--- config.mk ---
export PLATFORM = sky130hd
export DESIGN_NAME = mips_cpu_ifetch
export DESIGN_NICKNAME = d
export VERILOG_FILES = /design/src/rtl/mips_cpu_pkg.sv /design/src/rtl/mips_cpu_ifetch.sv
export SDC_FILE = /design/constraint.sdc
export NUM_CORES = 1
export LEC_CHECK = 0
export BUFFER_PORTS_ARGS = -buffer_cell sky130_fd_sc_hd__buf_2
export CAP_MARGIN = 20
export CORE_MARGIN = 4
export CORE_UTILIZATION = 41
export CTS_CLUSTER_SIZE = 24
export DETAILED_ROUTE_END_ITERATION = 6
export PLACE_DENSITY_LB_ADDON = 0.25
export SLEW_MARGIN = 20
export SYNTH_ARGS = -nofsm -noshare
export SYNTH_HDL_FRONTEND = slang
export SYNTH_SLANG_ARGS = --single-unit
--- constraint.sdc ---
create_clock -name clk -period 2.62 [get_ports clk]
set_clock_uncertainty 0.15 [all_clocks]
set_input_delay 0.131 -clock clk [delete_from_list [all_inputs] [get_ports clk]]
set_output_delay 0.131 -clock clk [all_outputs]
set_load 0.05 [all_outputs]
--- src/rtl/mips_cpu_pkg.sv ---
// Shared types and constants for the MIPS CPU pipeline blocks.
package mips_cpu_pkg;

    typedef enum logic [2:0] {
        START,
        REQ,
        HOLD,
        CHECK,
        HALT,
        FAULT
    } ifetch_state_t;

    localparam logic [31:0] RESET_VECTOR      = 32'hBFC0_0000;
    localparam logic [31:0] HALT_ADDR_DEFAULT = 32'h0000_0000;

endpackage

--- src/rtl/mips_cpu_ifetch.sv ---
// Instruction fetch: reads the word at pc into ir, hands it to decode, and
// strobes pc_en once per consumed instruction. Detects halt, misalignment, timeout.
module mips_cpu_ifetch
    import mips_cpu_pkg::*;
#(
    parameter logic [31:0] HALT_ADDR = HALT_ADDR_DEFAULT,
    parameter int          MAX_WAIT  = 255
) (
    input  logic        clk,
    input  logic        reset,
    input  logic [31:0] pc,
    output logic        pc_en,
    output logic [31:0] instr_address,
    output logic        instr_read,
    input  logic        instr_waitrequest,
    input  logic [31:0] instr_readdata,
    output logic        ir_valid,
    input  logic        ir_ready,
    output logic [31:0] ir,
    output logic [25:0] j_instr_addr,
    output logic [15:0] i_instr_addr,
    output logic        active,
    output logic        fetch_fault
);

    localparam int CNT_W = ($clog2(MAX_WAIT + 1) > 8) ? $clog2(MAX_WAIT + 1) : 8;
    localparam logic [CNT_W-1:0] WAIT_LAST = CNT_W'(MAX_WAIT - 1);

    ifetch_state_t    state, state_nx;
    logic [CNT_W-1:0] wait_cnt;
    logic             timeout;

    // The current wait cycle is the MAX_WAIT-th one when the count already holds MAX_WAIT-1.
    assign timeout = (wait_cnt >= WAIT_LAST);

    always_comb begin
        state_nx   = state;
        instr_read = 1'b0;
        ir_valid   = 1'b0;
        pc_en      = 1'b0;
        case (state)
            START, CHECK: begin
                if (pc == HALT_ADDR)
                    state_nx = HALT;
                else if (pc[1:0] != 2'b00)
                    state_nx = FAULT;
                else
                    state_nx = REQ;
            end
            REQ: begin
                instr_read = 1'b1;
                if (!instr_waitrequest)
                    state_nx = HOLD;
                else if (timeout)
                    state_nx = FAULT;
            end
            HOLD: begin
                ir_valid = 1'b1;
                if (ir_ready) begin
                    pc_en    = 1'b1;
                    state_nx = CHECK;
                end
            end
            HALT, FAULT: state_nx = state;
            default:     state_nx = FAULT;
        endcase
    end

    always_ff @(posedge clk or posedge reset) begin
        if (reset) begin
            state    <= START;
            ir       <= '0;
            wait_cnt <= '0;
        end else begin
            state <= state_nx;
            if (state == REQ) begin
                if (!instr_waitrequest) begin
                    ir       <= instr_readdata;
                    wait_cnt <= '0;
                end else if (wait_cnt != {CNT_W{1'b1}}) begin
                    wait_cnt <= wait_cnt + CNT_W'(1);
                end
            end
        end
    end

    assign instr_address = pc;
    assign j_instr_addr  = ir[25:0];
    assign i_instr_addr  = ir[15:0];
    assign active        = !((state == HALT) || (state == FAULT));
    assign fetch_fault   = (state == FAULT);

endmodule
# Word level (Yosys, flattened, before mapping)
# Index checks and enable logic that the tools add are counted.
word_totals:
  register_bits: 43
  out_inout_bits: 111
  word_cells: 38
op_classes:
  n_bitwise: 2
  reduce_logical: 10
  add_sub_neg: 1
  n_mux: 12
  n_eq_ne: 9
  order_cmp: 1
ops:
  columns: ["op", "count"]
  rows:
  - ["$logic_not A32 Y1", 1]
  - ["$mux W8", 2]
  - ["$mux W3", 5]
  - ["$pmux W3 S4", 1]
  - ["$add A8 B1 Y8 const B", 1]
  - ["$ge A8 B8 Y1 const B", 1]
  - ["$ne A8 B8 Y1 const B", 1]
  - ["$eq A3 B2 Y1 const B", 2]
  - ["$eq A3 B3 Y1 const B", 2]
  - ["$mux W1", 4]
  - ["$reduce_and A2 Y1", 2]
  - ["$reduce_or A2 Y1", 2]
  - ["$eq A3 B1 Y1 const B", 1]
  - ["$logic_not A3 Y1", 1]
  - ["$ne A3 B3 Y1 const B", 1]
  - ["$reduce_and A3 Y1", 1]
  - ["$ne A2 B1 Y1 const B", 1]
  - ["$ne A2 B2 Y1 const B", 1]
  - ["$not A1 Y1", 2]
  - ["$reduce_bool A2 Y1", 1]
  - ["$logic_not A1 Y1", 1]
  - ["$logic_or A1 B1 Y1", 1]

# Depth between registers and ports, before layout
depth:
  word_depth: 4
  mapped_depth: 5
  mapped_depth_nobuf: 5

# Worst setup path after synthesis
# Ideal clock, no wire load.
synth_path:
  path_kind: "register -> output"
  start: "register state[0]"
  end: "output pc_en"
  t_arrival_ns: 1.810
  path_slack_ns: 0.529
  stages_incl_launch_ff: 4
  cell_sequence: "dfrtp_1 -> nand2b_1 -> nor2_1 -> and2_1"
synth_via:
  elab_chain_cells: 2
synth_lines:
  columns: ["item", "line_no", "rtl"]
  rows:
  - ["start: declaration", "mips_cpu_ifetch.sv:29", "ifetch_state_t state, state_nx;"]
  - ["start signal: assignment", "mips_cpu_ifetch.sv:75", "state <= state_nx;"]
  - ["$eq A3 B2 Y1", "mips_cpu_ifetch.sv:41", "case (state)"]
  - ["$mux W1", "mips_cpu_ifetch.sv:41", null]
  - ["end: declaration", "mips_cpu_ifetch.sv:12", "output logic pc_en,"]
# No other way between the ends.

# Worst setup path after layout
layout_path:
  start: "register state[1]"
  end: "register ir[2]"
layout_via:
  elab_chain_cells: 2
layout_lines:
  columns: ["item", "line_no", "rtl"]
  rows:
  - ["$eq A3 B1 Y1", "mips_cpu_ifetch.sv:76", "if (state == REQ) begin"]
  - ["$reduce_and A2 Y1 (no line)", null, null]
  - ["end signal: assignment", "mips_cpu_ifetch.sv:78", "ir <= instr_readdata;"]
  - ["end: declaration", "mips_cpu_ifetch.sv:19", "output logic [31:0] ir,"]
# No other way between the ends.
# A chain may end at the register's enable or synchronous reset.

==> qor.yml <==
status:
  status: "finished, final reports clean"
die:
  fp.dieW_um: 86.1
  rows: 28
  design.die.area_um2: 7420
  core_um2: 5920
  die_y_um: 86.1
  ioPinCount: 179
  initial_core_util_pct: 42.3
synthesis:
  syn_inst: 232
  netlist-cell-type-count: 32
  syn_nets: 302
  yosysSeqAreaShare_pct: 43.0
  synth_warnings: 0
  synth_edf_count: 0
  ys_seq_elements: 43
  synthFlopType: "dfrtp_1"
  avgSynthCellArea_um2: 10.8
  syn_area_um2: 2500
  async_reset_ff_share_pct: 100
worst_hold_path:
  hp-class: "in -> reg"
  hold_start: "pc[1]"
  min_to: "state[2]"
  whs_path_depth: 3
setup_path:
  start_kind: "flop"
  reg2reg_to: "ir[2]"
  path_max_fanout: 37
  crit_start: "state[1]"
  crit_arrival_ns: 1.98
  reg2reg_depth: 4
  crit_path_end_kind: "flop"
  worstPathRequired_ns: 2.65
  critical_path_class: "reg -> reg"
  r2r_slack_ns: 0.67
  r2r_start: "state[1]"
place:
  placedCellCount: 409
  dpl.hpwl_um: 4470
  place_congestion: 0.775
  io_buffers: 178
drt:
  routed_via_density: 4.62
  wire_per_inst_um: 13.6
  drc: 0
  num_vias: 2077
  ant_nets: 0
  wl_um: 6100
  drt_first_pass_iters: 4
  first_iter_violations: 43
power_and_ir_drop:
  power.density_nw_per_um2: 499
  vdd_drop_max_v: 0.000306
  p_leak_nw: 1.84
clock_tree:
  cts_tree: "done"
  cts_root_buffer: "clkbuf_8"
  clkSinkCount: 43
  clk_latency_ns: 0.29
  cts_setup_buffers: 0
  h-tree-depth: 2
  cts.clk_slew.worst_paths_ns: 0.08
  cts_buffers: 5
  cts_buffer_depth: 2
finish:
  final_nets: 445
  final-instance-count-excl-fill: 450
  syn_to_final_growth_pct: 34.4
  final_layout_size_suffix_gt1_share_pct: 57.9
  num_antenna_cells: 0
global_route:
  grt_antenna_before_repair: 0
  grt_max_degree: 38
  grt_first_pass_wirelength_um: 9630
  grt_overflow: 0
  grtUsageTotal_pct: 16.2
  grt_pass1_vias: 2035
timing:
  tightestPinTransition_ns: 0.623
  tns_ns: 0
  setup_viol: 0
  relSlewSlack_pct: 58.2
  fin_crit_ns: 1.95
  slew_violations: 0
  max_freq_ghz: 0.512
  rsz0062_at_grt: "no"
  period_share_pct: 74.6
  final_hold_viol_count: 0
job:
  maxCapViolCount: 0
[cell usage in the layout (no fill, tap or decap), drive strengths merged]
master / n
buf: 182
dfrtp: 43
dlygate4sd3: 34
mux2: 32
nand2: 8
nor4: 8
inv: 7
nand4: 7
clkbuf: 6
nor3: 6
a21oi: 4
nor2: 4
nand2b: 3
and3: 3
o211ai: 3
a211oi: 3
o221ai: 3
nand3: 2
or3: 2
and2: 2
o21ai: 2
ha: 2
clkinv: 2
nor3b: 1
o31ai: 1
or4: 1
o22ai: 1
or2: 1
nand4b: 1
a31oi: 1
[sequential cells by signal (all words and copies together), names as in the netlist]
signal,flops
ir,32
state,3
wait_cnt,8
[worst max-delay path, stage by stage, from the launching register on]
cell and delay [ns]:
dfrtp_1 0.42, nand2b_1 0.29, nor3_4 0.15, buf_4 0.41, mux2_2 0.40
[stage by stage]
| step | power (mW) | hold WS [ns] | setup WS [ns] | area, µm² | util [%] |
|---|---|---|---|---|---|
| after floorplan | 1.16 | 0.116 | 0.529 | 2500 | - |
| after global routing | 1.76 | 0.0155 | 0.565 | 3360 | 56.8 |
| after detailed placement | 1.23 | 0.00707 | 0.671 | 2940 | 49.6 |
| after CTS | 1.71 | 0.00565 | 0.658 | 3360 | 56.8 |
| final | 1.68 | 0.0211 | 0.666 | 3360 | 56.8 |
| after global placement | 1.22 | 0.156 | 0.702 | 2910 | 49.1 |
[cell usage after synthesis, types with 2 or more instances]
cell type  count  area (µm²)
buf_4         74         556
dfrtp_1       43        1080
mux2_2        25         282
inv_1          8        30.0
nand2_1        8        30.0
nor4_1         8        50.1
mux2_1         7        78.8
nand4_1        7        43.8
nor3_1         5        25.0
a21oi_1        4        20.0
nor2_1         4        15.0
a211oi_1       3        22.5
and3_1         3        18.8
buf_6          3        33.8
nand2b_1       3        18.8
o211ai_1       3        22.5
o221ai_1       3        26.3
and2_1         2        12.5
clkbuf_1       2        7.51
ha_1           2        25.0
nand3_1        2        10.0
o21ai_0        2        10.0
or3_1          2        12.5
[metal layers]
layer  global-route usage [%]  vias to the layer above  part of all wire [%]  routed length, µm
met5                        0                        -                     0                  0
met4                     5.61                        0                  0.87                 53
met3                     2.69                        6                   6.8                415
met2                     30.3                       74                    56               3390
met1                     18.3                      985                    37               2240
li1                         -                     1012                     -                  -
[cell families after synthesis]
| logic type | synth area share (%) |
|---|---|
| muxes | 14.4 |
| buffers and inverters | 25.2 |
| and+or+nand+nor | 11.5 |
| adders and majority gates | 1.00 |
| DFF | 43.0 |
| AOI/OAI and AO/OA | 4.85 |
[worst max-delay path by stage]
stage / to / cells after the start
finish: ir[2] / 4
global route: ir[2] / 4
CTS: ir[5] / 4
detailed placement: ir[5] / 4
global placement: ir[20] / 4
floorplan: pc_en / 3
[report_power, final]
group          total [mW]  switching [mW]  internal, mW  leakage (nW)
clock               0.421           0.214         0.207        0.0470
combinational       0.544           0.393         0.152          1.27
sequential          0.712          0.0210         0.691         0.528
[what timing repair did]
action / 4_1_cts / 5_1_grt
hold buffers: 34 / 0
gates resized for setup: 0 / 0
hold endpoints to repair: 47 / 0
[cell type report]
class	count	area [µm²]
timing repair buffer	216	1280
tap	75	93.8
fill	538	2560
sequential	43	1080
inverter	8	30.0
clock buffer	6	82.6
multi-input combinational	101	795
clock inverter	1	5.00
Power figures use the tool's default switching activity.
